### config.mk
export PLATFORM = sky130hd
export DESIGN_NAME = ex_stage_flat
export DESIGN_NICKNAME = d
export VERILOG_FILES = /design/src/rtl/ex_pkg.sv /design/src/rtl/ex_stage_if.sv /design/src/rtl/mul_iter.sv /design/src/rtl/ex_stage.sv /design/src/flat_wrapper.sv
export SDC_FILE = /design/constraint.sdc
export NUM_CORES = 1
export LEC_CHECK = 0
export CAP_MARGIN = 20
export CORE_MARGIN = 2
export CORE_UTILIZATION = 49
export DETAILED_ROUTE_END_ITERATION = 6
export PLACE_DENSITY = 0.79
export SLEW_MARGIN = 20
export SYNTH_ARGS = -nofsm -noshare
export SYNTH_HDL_FRONTEND = slang
export SYNTH_HIERARCHICAL = 1
export SYNTH_SLANG_ARGS = --single-unit
### constraint.sdc
create_clock -name clk -period 4.8 [get_ports clk]
set_input_delay 0.96 -clock clk [delete_from_list [all_inputs] [get_ports clk]]
set_output_delay 0.96 -clock clk [all_outputs]
set_load 0.01 [all_outputs]
### src/rtl/ex_pkg.sv
// Shared constants for the MIPS-32 execute stage: ALU op codes, multiplier FSM
// encoding and default sizes.
package ex_pkg;

  localparam int WIDTH_DEF      = 32;
  localparam int MUL_CYCLES_DEF = 32;

  localparam logic [2:0] ALU_ADD = 3'b000;
  localparam logic [2:0] ALU_SUB = 3'b001;
  localparam logic [2:0] ALU_AND = 3'b010;
  localparam logic [2:0] ALU_OR  = 3'b011;
  localparam logic [2:0] ALU_SLT = 3'b100;
  localparam logic [2:0] ALU_NOR = 3'b101;
  localparam logic [2:0] ALU_XOR = 3'b110;
  localparam logic [2:0] ALU_MUL = 3'b111;

  localparam logic [1:0] ST_IDLE = 2'd0;
  localparam logic [1:0] ST_BUSY = 2'd1;
  localparam logic [1:0] ST_DONE = 2'd2;

  // Two's-complement overflow of x +/- y given the wrapped result r.
  function automatic logic signed_ovf(input logic sub,
                                      input logic [WIDTH_DEF-1:0] x,
                                      input logic [WIDTH_DEF-1:0] y,
                                      input logic [WIDTH_DEF-1:0] r);
    logic same_sign;
    same_sign  = sub ? (x[WIDTH_DEF-1] != y[WIDTH_DEF-1]) : (x[WIDTH_DEF-1] == y[WIDTH_DEF-1]);
    signed_ovf = same_sign && (r[WIDTH_DEF-1] != x[WIDTH_DEF-1]);
  endfunction

endpackage

### src/rtl/ex_stage_if.sv
// ID/EX input bundle and EX/MEM output bundle of the execute stage.
// With EX_OVERFLOW_EN defined the bundle also carries o_ovf.
interface ex_stage_if #(parameter int WIDTH = 32);

  logic             in_valid;
  logic [WIDTH-1:0] a;
  logic [WIDTH-1:0] b;
  logic [WIDTH-1:0] imm;
  logic [WIDTH-1:0] pc;
  logic [WIDTH-1:0] jump_target;
  logic [4:0]       rd;
  logic [4:0]       rt;
  logic             reg_dst;
  logic             alu_src;
  logic             branch;
  logic             mem_read;
  logic             mem_to_reg;
  logic             mem_write;
  logic             reg_write;
  logic             jump;
  logic [2:0]       alu_op;
  logic             flush;

  logic             stall_o;
  logic [WIDTH-1:0] o_alu_result;
  logic             o_zero;
  logic [WIDTH-1:0] o_branch_target;
  logic [WIDTH-1:0] o_jump_target;
  logic [WIDTH-1:0] o_store_data;
  logic [4:0]       o_wreg;
  logic             o_branch;
  logic             o_mem_read;
  logic             o_mem_to_reg;
  logic             o_mem_write;
  logic             o_reg_write;
  logic             o_jump;
`ifdef EX_OVERFLOW_EN
  logic             o_ovf;
`endif

  modport master (
    output in_valid, a, b, imm, pc, jump_target, rd, rt,
    output reg_dst, alu_src, branch, mem_read, mem_to_reg, mem_write, reg_write, jump,
    output alu_op, flush,
    input  stall_o, o_alu_result, o_zero, o_branch_target, o_jump_target, o_store_data,
    input  o_wreg, o_branch, o_mem_read, o_mem_to_reg, o_mem_write, o_reg_write, o_jump
`ifdef EX_OVERFLOW_EN
    , input o_ovf
`endif
  );

  modport slave (
    input  in_valid, a, b, imm, pc, jump_target, rd, rt,
    input  reg_dst, alu_src, branch, mem_read, mem_to_reg, mem_write, reg_write, jump,
    input  alu_op, flush,
    output stall_o, o_alu_result, o_zero, o_branch_target, o_jump_target, o_store_data,
    output o_wreg, o_branch, o_mem_read, o_mem_to_reg, o_mem_write, o_reg_write, o_jump
`ifdef EX_OVERFLOW_EN
    , output o_ovf
`endif
  );

endinterface

### src/rtl/mul_iter.sv
// Iterative shift-add multiplier: one partial product per cycle, low WIDTH bits
// of the unsigned product are valid while done is high.
module mul_iter
  import ex_pkg::*;
#(
  parameter int WIDTH      = WIDTH_DEF,
  parameter int MUL_CYCLES = MUL_CYCLES_DEF
) (
  input  logic             clk,
  input  logic             rst,
  input  logic             start,
  input  logic             flush,
  input  logic [WIDTH-1:0] a,
  input  logic [WIDTH-1:0] b,
  output logic             idle,
  output logic             busy,
  output logic             done,
  output logic [WIDTH-1:0] product
);

  localparam int CW = (MUL_CYCLES > 1) ? $clog2(MUL_CYCLES) : 1;

  logic [1:0]       state;
  logic [CW-1:0]    cnt;
  logic [WIDTH-1:0] acc;
  logic [WIDTH-1:0] mcand;
  logic [WIDTH-1:0] mplier;

  // Multiplicand walks left, multiplier walks right; bits shifted past WIDTH
  // never reach the low half of the product so they are simply dropped.
  always_ff @(posedge clk) begin
    if (rst) begin
      state  <= ST_IDLE;
      cnt    <= '0;
      acc    <= '0;
      mcand  <= '0;
      mplier <= '0;
    end else if (flush) begin
      state <= ST_IDLE;
      cnt   <= '0;
    end else begin
      case (state)
        ST_IDLE: begin
          if (start) begin
            acc    <= '0;
            mcand  <= a;
            mplier <= b;
            cnt    <= '0;
            state  <= ST_BUSY;
          end
        end
        ST_BUSY: begin
          if (mplier[0]) acc <= acc + mcand;
          mcand  <= mcand << 1;
          mplier <= mplier >> 1;
          cnt    <= cnt + CW'(1);
          if (cnt == CW'(MUL_CYCLES - 1)) state <= ST_DONE;
        end
        ST_DONE: state <= ST_IDLE;
        default: state <= ST_IDLE;
      endcase
    end
  end

  assign idle    = (state == ST_IDLE);
  assign busy    = (state == ST_BUSY);
  assign done    = (state == ST_DONE);
  assign product = acc;

endmodule

### src/rtl/ex_stage.sv
// MIPS-32 execute stage: ALU, operand/destination muxes, iterative MUL and the
// EX/MEM register. Define EX_OVERFLOW_EN to add ADD/SUB overflow trapping (o_ovf).
module ex_stage
  import ex_pkg::*;
#(
  parameter int WIDTH      = WIDTH_DEF,
  parameter int MUL_CYCLES = MUL_CYCLES_DEF
) (
  input logic         clk,
  input logic         rst,
  ex_stage_if.slave   bus
);

  logic [WIDTH-1:0] op_b;
  logic [WIDTH-1:0] alu_res;
  logic [WIDTH-1:0] mul_product;
  logic [4:0]       wreg;
  logic             mul_req;
  logic             mul_idle;
  logic             mul_busy;
  logic             mul_done;
  logic             stall;
  logic             issue;

  assign op_b    = bus.alu_src ? bus.imm : bus.b;
  assign wreg    = bus.reg_dst ? bus.rd : bus.rt;
  assign mul_req = bus.in_valid && (bus.alu_op == ALU_MUL);

  // Stall is raised in the very cycle a MUL shows up so upstream freezes
  // before the multiplier has even latched its operands.
  assign stall       = mul_busy | (mul_idle & mul_req);
  assign bus.stall_o = stall;
  assign issue       = bus.in_valid & ~bus.flush & ~stall;

  mul_iter #(
    .WIDTH      (WIDTH),
    .MUL_CYCLES (MUL_CYCLES)
  ) u_mul (
    .clk     (clk),
    .rst     (rst),
    .start   (mul_idle & mul_req & ~bus.flush),
    .flush   (bus.flush),
    .a       (bus.a),
    .b       (op_b),
    .idle    (mul_idle),
    .busy    (mul_busy),
    .done    (mul_done),
    .product (mul_product)
  );

  always_comb begin
    alu_res = '0;
    case (bus.alu_op)
      ALU_ADD: alu_res = bus.a + op_b;
      ALU_SUB: alu_res = bus.a - op_b;
      ALU_AND: alu_res = bus.a & op_b;
      ALU_OR:  alu_res = bus.a | op_b;
      ALU_SLT: alu_res = {{(WIDTH-1){1'b0}}, ($signed(bus.a) < $signed(op_b))};
      ALU_NOR: alu_res = ~(bus.a | op_b);
      ALU_XOR: alu_res = bus.a ^ op_b;
      ALU_MUL: alu_res = mul_done ? mul_product : '0;
    endcase
  end

`ifdef EX_OVERFLOW_EN
  logic ovf;
  always_comb begin
    ovf = 1'b0;
    if (bus.alu_op == ALU_ADD) ovf = signed_ovf(1'b0, bus.a, op_b, alu_res);
    if (bus.alu_op == ALU_SUB) ovf = signed_ovf(1'b1, bus.a, op_b, alu_res);
  end
`endif

  // Data fields register every cycle; only the control bits are gated, which
  // is all a bubble needs downstream.
  always_ff @(posedge clk) begin
    if (rst) begin
      bus.o_alu_result    <= '0;
      bus.o_zero          <= 1'b0;
      bus.o_branch_target <= '0;
      bus.o_jump_target   <= '0;
      bus.o_store_data    <= '0;
      bus.o_wreg          <= '0;
      bus.o_branch        <= 1'b0;
      bus.o_mem_read      <= 1'b0;
      bus.o_mem_to_reg    <= 1'b0;
      bus.o_mem_write     <= 1'b0;
      bus.o_reg_write     <= 1'b0;
      bus.o_jump          <= 1'b0;
`ifdef EX_OVERFLOW_EN
      bus.o_ovf           <= 1'b0;
`endif
    end else begin
      bus.o_alu_result    <= alu_res;
      bus.o_zero          <= (alu_res == '0);
      bus.o_branch_target <= bus.pc + (bus.imm << 2);
      bus.o_jump_target   <= bus.jump_target;
      bus.o_store_data    <= bus.b;
      bus.o_wreg          <= wreg;
      bus.o_branch        <= issue & bus.branch;
      bus.o_mem_read      <= issue & bus.mem_read;
      bus.o_mem_to_reg    <= issue & bus.mem_to_reg;
      bus.o_mem_write     <= issue & bus.mem_write;
      bus.o_jump          <= issue & bus.jump;
`ifdef EX_OVERFLOW_EN
      bus.o_reg_write     <= issue & bus.reg_write & ~ovf;
      bus.o_ovf           <= issue & ovf;
`else
      bus.o_reg_write     <= issue & bus.reg_write;
`endif
    end
  end

endmodule
### src/flat_wrapper.sv
// flat-port wrapper written by rule: the top's interface ports become plain ports
module ex_stage_flat import ex_pkg::*;
#(
  parameter int WIDTH      = WIDTH_DEF,
  parameter int MUL_CYCLES = MUL_CYCLES_DEF
)
  (clk, rst, bus_in_valid, bus_a, bus_b, bus_imm, bus_pc, bus_jump_target, bus_rd, bus_rt, bus_reg_dst, bus_alu_src, bus_branch, bus_mem_read, bus_mem_to_reg, bus_mem_write, bus_reg_write, bus_jump, bus_alu_op, bus_flush, bus_stall_o, bus_o_alu_result, bus_o_zero, bus_o_branch_target, bus_o_jump_target, bus_o_store_data, bus_o_wreg, bus_o_branch, bus_o_mem_read, bus_o_mem_to_reg, bus_o_mem_write, bus_o_reg_write, bus_o_jump);
  ex_stage_if #(.WIDTH(WIDTH)) bus_i ();
  input logic clk;
  input logic rst;
  input wire logic [$bits(bus_i.in_valid)-1:0] bus_in_valid;
  input wire logic [$bits(bus_i.a)-1:0] bus_a;
  input wire logic [$bits(bus_i.b)-1:0] bus_b;
  input wire logic [$bits(bus_i.imm)-1:0] bus_imm;
  input wire logic [$bits(bus_i.pc)-1:0] bus_pc;
  input wire logic [$bits(bus_i.jump_target)-1:0] bus_jump_target;
  input wire logic [$bits(bus_i.rd)-1:0] bus_rd;
  input wire logic [$bits(bus_i.rt)-1:0] bus_rt;
  input wire logic [$bits(bus_i.reg_dst)-1:0] bus_reg_dst;
  input wire logic [$bits(bus_i.alu_src)-1:0] bus_alu_src;
  input wire logic [$bits(bus_i.branch)-1:0] bus_branch;
  input wire logic [$bits(bus_i.mem_read)-1:0] bus_mem_read;
  input wire logic [$bits(bus_i.mem_to_reg)-1:0] bus_mem_to_reg;
  input wire logic [$bits(bus_i.mem_write)-1:0] bus_mem_write;
  input wire logic [$bits(bus_i.reg_write)-1:0] bus_reg_write;
  input wire logic [$bits(bus_i.jump)-1:0] bus_jump;
  input wire logic [$bits(bus_i.alu_op)-1:0] bus_alu_op;
  input wire logic [$bits(bus_i.flush)-1:0] bus_flush;
  output wire logic [$bits(bus_i.stall_o)-1:0] bus_stall_o;
  output wire logic [$bits(bus_i.o_alu_result)-1:0] bus_o_alu_result;
  output wire logic [$bits(bus_i.o_zero)-1:0] bus_o_zero;
  output wire logic [$bits(bus_i.o_branch_target)-1:0] bus_o_branch_target;
  output wire logic [$bits(bus_i.o_jump_target)-1:0] bus_o_jump_target;
  output wire logic [$bits(bus_i.o_store_data)-1:0] bus_o_store_data;
  output wire logic [$bits(bus_i.o_wreg)-1:0] bus_o_wreg;
  output wire logic [$bits(bus_i.o_branch)-1:0] bus_o_branch;
  output wire logic [$bits(bus_i.o_mem_read)-1:0] bus_o_mem_read;
  output wire logic [$bits(bus_i.o_mem_to_reg)-1:0] bus_o_mem_to_reg;
  output wire logic [$bits(bus_i.o_mem_write)-1:0] bus_o_mem_write;
  output wire logic [$bits(bus_i.o_reg_write)-1:0] bus_o_reg_write;
  output wire logic [$bits(bus_i.o_jump)-1:0] bus_o_jump;
  assign bus_i.in_valid = bus_in_valid;
  assign bus_i.a = bus_a;
  assign bus_i.b = bus_b;
  assign bus_i.imm = bus_imm;
  assign bus_i.pc = bus_pc;
  assign bus_i.jump_target = bus_jump_target;
  assign bus_i.rd = bus_rd;
  assign bus_i.rt = bus_rt;
  assign bus_i.reg_dst = bus_reg_dst;
  assign bus_i.alu_src = bus_alu_src;
  assign bus_i.branch = bus_branch;
  assign bus_i.mem_read = bus_mem_read;
  assign bus_i.mem_to_reg = bus_mem_to_reg;
  assign bus_i.mem_write = bus_mem_write;
  assign bus_i.reg_write = bus_reg_write;
  assign bus_i.jump = bus_jump;
  assign bus_i.alu_op = bus_alu_op;
  assign bus_i.flush = bus_flush;
  assign bus_stall_o = bus_i.stall_o;
  assign bus_o_alu_result = bus_i.o_alu_result;
  assign bus_o_zero = bus_i.o_zero;
  assign bus_o_branch_target = bus_i.o_branch_target;
  assign bus_o_jump_target = bus_i.o_jump_target;
  assign bus_o_store_data = bus_i.o_store_data;
  assign bus_o_wreg = bus_i.o_wreg;
  assign bus_o_branch = bus_i.o_branch;
  assign bus_o_mem_read = bus_i.o_mem_read;
  assign bus_o_mem_to_reg = bus_i.o_mem_to_reg;
  assign bus_o_mem_write = bus_i.o_mem_write;
  assign bus_o_reg_write = bus_i.o_reg_write;
  assign bus_o_jump = bus_i.o_jump;
  ex_stage #(.WIDTH(WIDTH), .MUL_CYCLES(MUL_CYCLES)) u_core (.clk(clk), .rst(rst), .bus(bus_i));
endmodule
Word-level counts from Yosys, hierarchy flattened
Index checks and enable logic that the tools add are counted.
{ "word_totals": {"elab_cells": 79, "in_bits": 185, "reg_bits": 243, "output_inout_bits": 141} }
{ "op_classes": {"add_sub_neg": 5, "reduce_logical": 10, "eq_ne": 13, "order_cmp": 1, "bitwise_logic": 17, "muxes": 16} }
{ "op_table": {"columns": ["op", "n"], "rows": [
  ["$pmux W32 S8", 1],
  ["$mux W32", 6],
  ["$pmux W32 S2", 3],
  ["$add A32 B32 Y32", 3],
  ["$and A32 B32 Y32", 1],
  ["$logic_not A32 Y1", 1],
  ["$lt A32 B32 Y1", 1],
  ["$not A32 Y32", 1],
  ["$or A32 B32 Y32", 1],
  ["$sub A32 B32 Y32", 1],
  ["$xor A32 B32 Y32", 1],
  ["$eq A3 B3 Y1 const B", 4],
  ["$and A1 B1 Y1", 10],
  ["$mux W5", 2],
  ["$pmux W5 S2", 1],
  ["$eq A3 B2 Y1 const B", 2],
  ["$ne A2 B2 Y1 const B", 3],
  ["$add A5 B1 Y5 const B", 1],
  ["$eq A5 B5 Y1 const B", 1],
  ["$mux W2", 2],
  ["$pmux W2 S2", 1],
  ["$reduce_and A2 Y1", 2],
  ["$reduce_and A4 Y1", 1],
  ["$eq A3 B1 Y1 const B", 1],
  ["10 further kinds", 11]
]} }

Logic depth before layout (Yosys ltp)
Gate-level depths: netlist (run 1).
{ "depth": {"depth_word": 7, "depth_mapped": 18, "mapped_depth_nobuf": 16} }

Modules after synthesis
The synthesis (run 1) kept the hierarchy.
{ "modules_own_cells": {"columns": ["module", "area_each_um2", "n_inst", "seq_area_each_um2", "cells_each"], "rows": [
  ["ex_stage", 11653.7, 1, 2802.7, 1503],
  ["mul_iter", 5714.2, 1, 2062.0, 718]
]} }

Least setup slack after synthesis (run 1)
Ideal clock, no wire load.
{ "synth_timing": {"path_kind": "input-to-reg", "start": "input bus_alu_src", "end": "register u_core.bus.o_zero", "cell_stages": 17, "arrival_ns": 5.135, "required_time_ns": 4.712, "setup_time_ns": 0.088, "setup_slack_ns": -0.422, "n_path_buf": 2, "cell_sequence": "clkbuf_1 > buf_1 > mux2i_1 > inv_1 > ha_1 > fa_1 > a211o_1 > a211o_1 > nand4bb_2 > a21oi_2 > a211o_1 > a221o_1 > a41oi_2 > nor4_1 > a31o_1 > or4_4 > nor4_2"} }
{ "synth_between": {"elab_chain_len": 5, "elab_cells_between_ends": 10, "classes_between": "2 x add/sub; 1 x order compare; 2 x mux; 4 x bitwise; 1 x reduce/logical"} }
{ "synth_lines": {"columns": ["item", "line_no", "source"], "rows": [
  ["from (decl)", "flat_wrapper.sv:20", "input wire logic [$bits(bus_i.alu_src)-1:0] bus_alu_src;"],
  ["$mux W32 (*)", "ex_stage.sv:25", "assign op_b = bus.alu_src ? bus.imm : bus.b;"],
  ["named net u_core.op_b[0]", "ex_stage.sv:14", "logic [WIDTH-1:0] op_b;"],
  ["branches (longest 2 deep; another with $sub A32 B32 Y32)", null, null],
  ["$pmux W32 S8 (*)", "ex_stage.sv:53", "case (bus.alu_op)"],
  ["$logic_not A32 Y1 (*)", "ex_stage.sv:95", "bus.o_zero <= (alu_res == '0);"],
  ["to (signal assigned)", "ex_stage.sv:95", null],
  ["to (decl)", "ex_stage_if.sv:56", "output stall_o, o_alu_result, o_zero, o_branch_target, o_jump_target, o_store_data,"]
]} }
Mark *: on every way through the listed nets, which the timed path passes.
A chain may end at the register's enable or synchronous reset.

Final worst setup path (run 1)
{ "layout_timing": {"start": "input bus_b[0]", "end": "register u_core.bus.o_zero"} }
{ "layout_between": {"elab_chain_len": 5, "elab_cells_between_ends": 10, "classes_between": "2 x add/sub; 1 x order compare; 2 x mux; 4 x bitwise; 1 x reduce/logical"} }
{ "layout_lines": {"columns": ["item", "line_no", "source"], "rows": [
  ["from (decl)", "flat_wrapper.sv:13", "input wire logic [$bits(bus_i.b)-1:0] bus_b;"],
  ["$mux W32 (*)", "ex_stage.sv:25", null],
  ["named net u_core.op_b[0]", "ex_stage.sv:14", null],
  ["branches (longest 2 deep; another with $sub A32 B32 Y32)", null, null],
  ["$pmux W32 S8 (*)", "ex_stage.sv:53", null],
  ["$logic_not A32 Y1 (*)", "ex_stage.sv:95", null]
]} }
Marks and branches as above.

==> results of run 1 <==
## final cells by class
type / instances / area, um^2
Clock buffer: 38 / 777
Clock inverter: 11 / 213
Fill cell: 2823 / 10600
Inverter: 110 / 413
Multi-Input combinational cell: 1722 / 11600
Sequential cell: 243 / 4860
Tap cell: 455 / 569
Timing Repair Buffer: 631 / 5590
## worst min-delay path, stage by stage (launching register included)
cell,delay [ns]
dfxtp_1,0.32
nand2_1,0.05
a21oi_1,0.05
## where the power goes
group / switching [mW] / internal, mW / total, mW
sequential: 0.0356 / 2.13 / 2.16
combinational: 1.10 / 1.04 / 2.14
clock: 0.879 / 1.45 / 2.32
total: 2.01 / 4.61 / 6.62
## stage by stage
step / worst slack (ns) / utilization (%) / cells
2_1_floorplan: 0.00284 / - / 2221
3_3_place_gp: -0.790 / 66.0 / 3157
3_5_place_dp: -0.899 / 66.0 / 3157
4_1_cts: 0.0404 / 69.0 / 3208
5_1_grt: -0.0470 / 69.4 / 3210
6_report: 0.0787 / 69.4 / 3210
## final timing paths
kind | startpoint | end | slack (ns) | cells after the start
setup / recovery | bus_b[0] | u_core/bus.o_zero | 0.08 | 18
hold / removal | u_core/u_mul/mplier[31] | u_core/u_mul/mplier[31] | 0.47 | 2
setup reg to reg | u_core/u_mul/state[0] | u_core/bus.o_zero | 1.04 | 16
hold reg to reg | u_core/u_mul/mplier[31] | u_core/u_mul/mplier[31] | 0.47 | 2
## routing by layer
metal  GRT usage [%]  up-vias  wire [um]
li1                -     9005          -
met1            42.7     8922      26700
met2            59.7      819      32400
met3            4.56      196       4270
met4            16.2        2       3540
met5               0        -         11
## cells by family (layout without fill, tap and decap cells)
kind of cell,count (synthesis),in the layout,share of synthesized area [%]
simple gates,837,837,23.4
mux,44,44,2.54
fa+ha+maj,163,163,11.9
flops,243,243,28.0
compound gates,623,623,25.6
buf+inv,256,790,5.81
xor+xnor,55,55,2.77
## timing repair
action	4_1_cts	5_1_grt
setup endpoints to repair	1	3
pin swaps	6	10
cloned	0	0
buffers inserted	2	2
gates resized for setup	7	22
## layout by cell type, fill, tap and decap left out, types with 16 or more instances in the layout
cell and n:
dfxtp_1 243, clkdlybuf4s50_1 319, or3_1 16, a21o_1 38
a311oi_1 67, a211oi_1 29, mux2i_1 41, a31oi_1 27
clkbuf_16 27, inv_1 109, and2_1 19, nor2_1 228
a22o_1 17, nor2b_1 98, nand3_1 46, o21bai_1 23
xor2_1 24, nand2_1 255, buf_4 300, nor3_1 40
a21oi_1 124, a22oi_1 28, nand2b_1 28, nand4_1 21
o21ai_0 88, xnor2_1 31, ha_1 158
==> out/results.txt, run 1 <==
status - finished clean
std cell rows - 68
Post-DP HPWL - 51800 um
Cells after Synth - 2221
syn_nets - 2569
total CTS buffers - 27
Pre-antenna DRT Iters - 7
vias per cell - 5.90
clock sink total - 243
Post-synth EDFFs - 0
overall routing resource usage - 34.6%
largest net degree at the start of global routing - 187
Worst Setup Path Type - input port to register
most frequent cell after synthesis - nand2_1
Core ar. - 0.0347 mm^2
Die X-Extent - 192 um
vias in the first global route - 18200
Clk Latency, worst-skew pair - 0.56 ns
peak supply drop - 0.276 mV
Final nets - 3083
Yosys Warn Count - 6
Yosys top cell by area - dfxtp_1
commonest cells in the netlist - nand2_1, dfxtp_1, nor2_1, ha_1, a21oi_1
Finished Cell Area - 0.0241 mm^2
Critical Path RT - 5.27 ns
Seq/Total Area, Yosys - 28.0%
Setup Viol. Count Final - 0
Overflow after GRT - 0
routed length per instance - 20.8 um
initial core utilization - 50.0%
H-tree depth - 1
Detail Route Antenna Nets - 0
Die H - 192 um
share of post-route cells with drive strength above 1 - 15.1%
Routability Congestion - 1.00
#FFs+latches synth - 243
CTS tree - done
via count - 18900
first-pass GRT wire length - 101000 um
worst hold path type - register to register
placed inst area - 0.0229 mm^2
TNS Setup - 0 ns
IO buf count - 325
synthesized area - 0.0174 mm^2
max incr delay on CP - 0.51 ns
clk slew on worst S/H paths - 0.06 ns
crit path DAT - 5.19 ns
Critical Path End Type - register
die area - 0.0370 mm^2
Max Cap Viol - 0
Highest Clock Rate - 212 MHz
Post-route DRC - 0
crit-path max FO - 3
asr flop ratio synth - 0%
largest cells by area after synthesis - dfxtp_1, ha_1, nand2_1
slew at the pin with the worst max-slew slack - 1.19 ns
Setup Skew - 0.00795 ns
Fin. Hold Viols - 0
Root Buffer Master - clkbuf_16
hold_ws - 0.475 ns
max-slew violation count - 0
ys flop type - dfxtp_1
slowest stage cell, crit path - or4_4
Leak Pwr - 10.5 nW
area grow syn2layout - 38.6%
CTS max path bufs - 3
critical path launch point type - input port
fin crit share - 98.4%
area fraction of the dominant cell type after synthesis - 28.0%
delay-heaviest family, CP - compound AO/OA/AOI/OAI gates
ANT cells - 0
initial antenna violation count - 1
Avg Inst Size Synth - 7.82 um^2
drt total wl - 66900 um
max_slew headroom - 20.8%
Netlist cell types - 97
P per Cell Area - 275 mW/mm^2
Crit path buffers/inverters - 4
IO Pins - 326
1st-iter DRT viols - 1692
min Tclk post-route - 4.72 ns
crit path cell chain - dlygate4sd2_1, mux2i_4, buf_6, inv_1, ha_4, fa_2, buf_4, a211o_1, a211o_4, nand4bb_4, a21oi_2, a211o_1, a221o_1, a41oi_2, nor4_2, a31o_1, or4_4, nor4_2
Design Power - 6.62 mW
hold-fix buffers at CTS - 0
Power figures use the tool's default switching activity.
==> inputs of run 2 (changes only) <==
Settings changed: CELL_PAD_IN_SITES_DETAIL_PLACEMENT from default to 1, CELL_PAD_IN_SITES_GLOBAL_PLACEMENT from default to 1, CORE_UTILIZATION 49 to 35, HOLD_SLACK_MARGIN from default to 0.15, PLACE_DENSITY 0.79 to default, PLACE_DENSITY_LB_ADDON from default to 0.1, SKIP_LAST_GASP from default to 1.
==> run 2 against run 1 <==
  * Worst setup slack improved by 0.0010 ns
  * Maximum frequency about the same
  * Die area increased by 39%
  * Non-clock buffer count increased by 31
  * Sequential share of layout area decreased by 0.43 points
  * Critical path depth decreased by 1
  * Clock power increased by 6%
  * Global-route usage decreased by 6.1 points
  * Power increased by 3.0%
  * Cell area increased by 2.2%
  * Hold slack got worse by 0.015 ns
  * Critical path type unchanged
  * Largest power group unchanged
  * Highest routed layer is now met4
==> out/results.txt, run 2 (synthesis results as in run 1) <==
slew at the pin with the worst max-slew slack - 1.13 ns
crit path cell chain - clkdlybuf4s50_1, mux2i_2, buf_4, inv_1, ha_2, buf_4, a211o_1, a211o_1, nand4bb_4, a21oi_2, a211o_1, a221o_1, a41oi_2, nor4_2, a31o_1, or4_4, nor4_2
fin crit share - 98.3%
hold_sp - u_core/u_mul/mplier[31]
Leak Pwr - 10.6 nW
part of the power in registers - 31.7%
Highest Clock Rate - 212 MHz
Critical Path RT - 5.29 ns
pre-CTS setup slack - -0.816 ns
Setup Skew - 0.0114 ns
Logic pwr share - 32.2%
status - finished clean
Final nets - 3117
clock sink total - 243
CTS max path bufs - 3
P_int - 4.70 mW
most frequent cells in the layout - buf_4, clkdlybuf4s50_1, nand2_1, dfxtp_1, nor2_1
max incr delay on CP - 0.52 ns
Worst Setup Path Type - input port to register
min Tclk post-route - 4.72 ns
total CTS buffers - 30
commonest non-fill, non-tap cell in the layout - buf_4
max-slew violation count - 0
Finished Core Util - 50.3%
share of post-route cells with drive strength above 1 - 16.2%
worst hold path type - register to register
Crit path top cell by count - a211o_1
Crit path buffers/inverters - 4
switching share of power - 31.1%
Routability Congestion - 0.925
fin cells - 3455
Die H - 227 um
Max Cap Viol - 0
Fin. Hold Viols - 0
Finished Cell Area - 0.0246 mm^2
reg2reg setup slack - 1.00 ns
initial core utilization - 35.5%
placed inst area - 0.0234 mm^2
hold-fix buffers at CTS - 0
die area - 0.0514 mm^2
Overflow after GRT - 0
Die X-Extent - 227 um
crit path DAT - 5.21 ns
H-tree depth - 1
Root Buffer Master - clkbuf_16
sw power - 2.12 mW
vias per cell - 5.45
peak supply drop - 0.255 mV
Clock power frac - 36.1%
Detail Route Antenna Nets - 0
Pre-antenna DRT Iters - 5
Critical Path End Type - register
CTS tree - done
initial antenna violation count - 1
hold_ws - 0.460 ns
final setup margin - 0.0797 ns
critical path launch point type - input port
drt total wl - 75600 um
R2R Path End - u_core/bus.o_zero
hold path endpoint - u_core/u_mul/mplier[31]
1st-iter DRT viols - 828
Reg2Reg Depth - 13
via count - 18800
std cell rows - 81
IO buf count - 325
routed length per instance - 21.9 um
max_slew headroom - 24.2%
start of the worst register-to-register path - u_core/u_mul/state[0]
slowest stage cell, crit path - or4_4
crit-path max FO - 5
overall routing resource usage - 28.5%
Clk Latency, worst-skew pair - 0.59 ns
largest net degree at the start of global routing - 86
unrepaired setup endpoints after global routing - false
clk slew on worst S/H paths - 0.06 ns
Post-DP HPWL - 60000 um
area grow syn2layout - 41.7%
Hold Path Depth - 2
first-pass GRT wire length - 114000 um
Post-route DRC - 0
Setup Viol. Count Final - 0
Core ar. - 0.0490 mm^2
vias in the first global route - 20000
IO Pins - 326
cell total after placement - 3396
P per Cell Area - 277 mW/mm^2
delay-heaviest family, CP - compound AO/OA/AOI/OAI gates
[run 2: per-stage QoR]
stage | setup TNS, ns | power (mW)
CTS | 0 | 6.85
global placement | -1.99 | 4.31
floorplan | 0 | 3.21
finish | 0 | 6.82
detailed placement | -2.41 | 4.35
global route | 0 | 7.14
[run 2: timing repair]
item                       in CTS  in global routing
hold endpoints to repair        0                  0
buffers inserted                0                  5
setup endpoints to repair       1                  1
cloned                          0                  0
resized for setup               4                 27
pin swaps                       4                 10
[run 2: metal layers]
layer / part of all wire, % / GRT usage (%) / up-vias
met3: 3.3 / 2.93 / 137
met5: 0 / 0 / -
met1: 40 / 32.4 / 9237
met2: 52 / 53.3 / 391
li1: - / - / 9057
met4: 4.5 / 13.1 / 0
[run 2: final cells by class]
type,count,area (um^2)
fillers,5924,24300
multi-input cells,1722,11600
repair buffers,662,5800
flip-flops and latches,243,4860
clock buffers,45,908
well taps,664,831
inverters,110,413
clock inverters,8,146
diodes,1,2.50
[run 2: how the worst max path moves through the flow]
stage                      startpoint           endpoint  cells after the start
after floorplan           bus_alu_src  u_core/bus.o_zero                     16
after global placement     bus_imm[0]  u_core/bus.o_zero                     20
after detailed placement   bus_imm[0]  u_core/bus.o_zero                     20
after CTS                  bus_imm[0]  u_core/bus.o_zero                     19
after global routing      bus_imm[11]  u_core/bus.o_zero                     16
final                        bus_b[2]  u_core/bus.o_zero                     17
[run 2: tightest hold or removal path: cells and delay by family, from the launching register on]
family	cells	cell delay (ns)
compound gates	1	0.05
flops	1	0.31
simple gates	1	0.05
[run 2: power by group through the flow]
stage / Sequential [mW] / Clock, mW / Combinational [mW]
floorplan: 2.25 / 0 / 0.959
global placement: 2.20 / 0 / 2.11
detailed placement: 2.20 / 0 / 2.15
CTS: 2.16 / 2.52 / 2.17
global route: 2.17 / 2.60 / 2.37
finish: 2.16 / 2.46 / 2.19
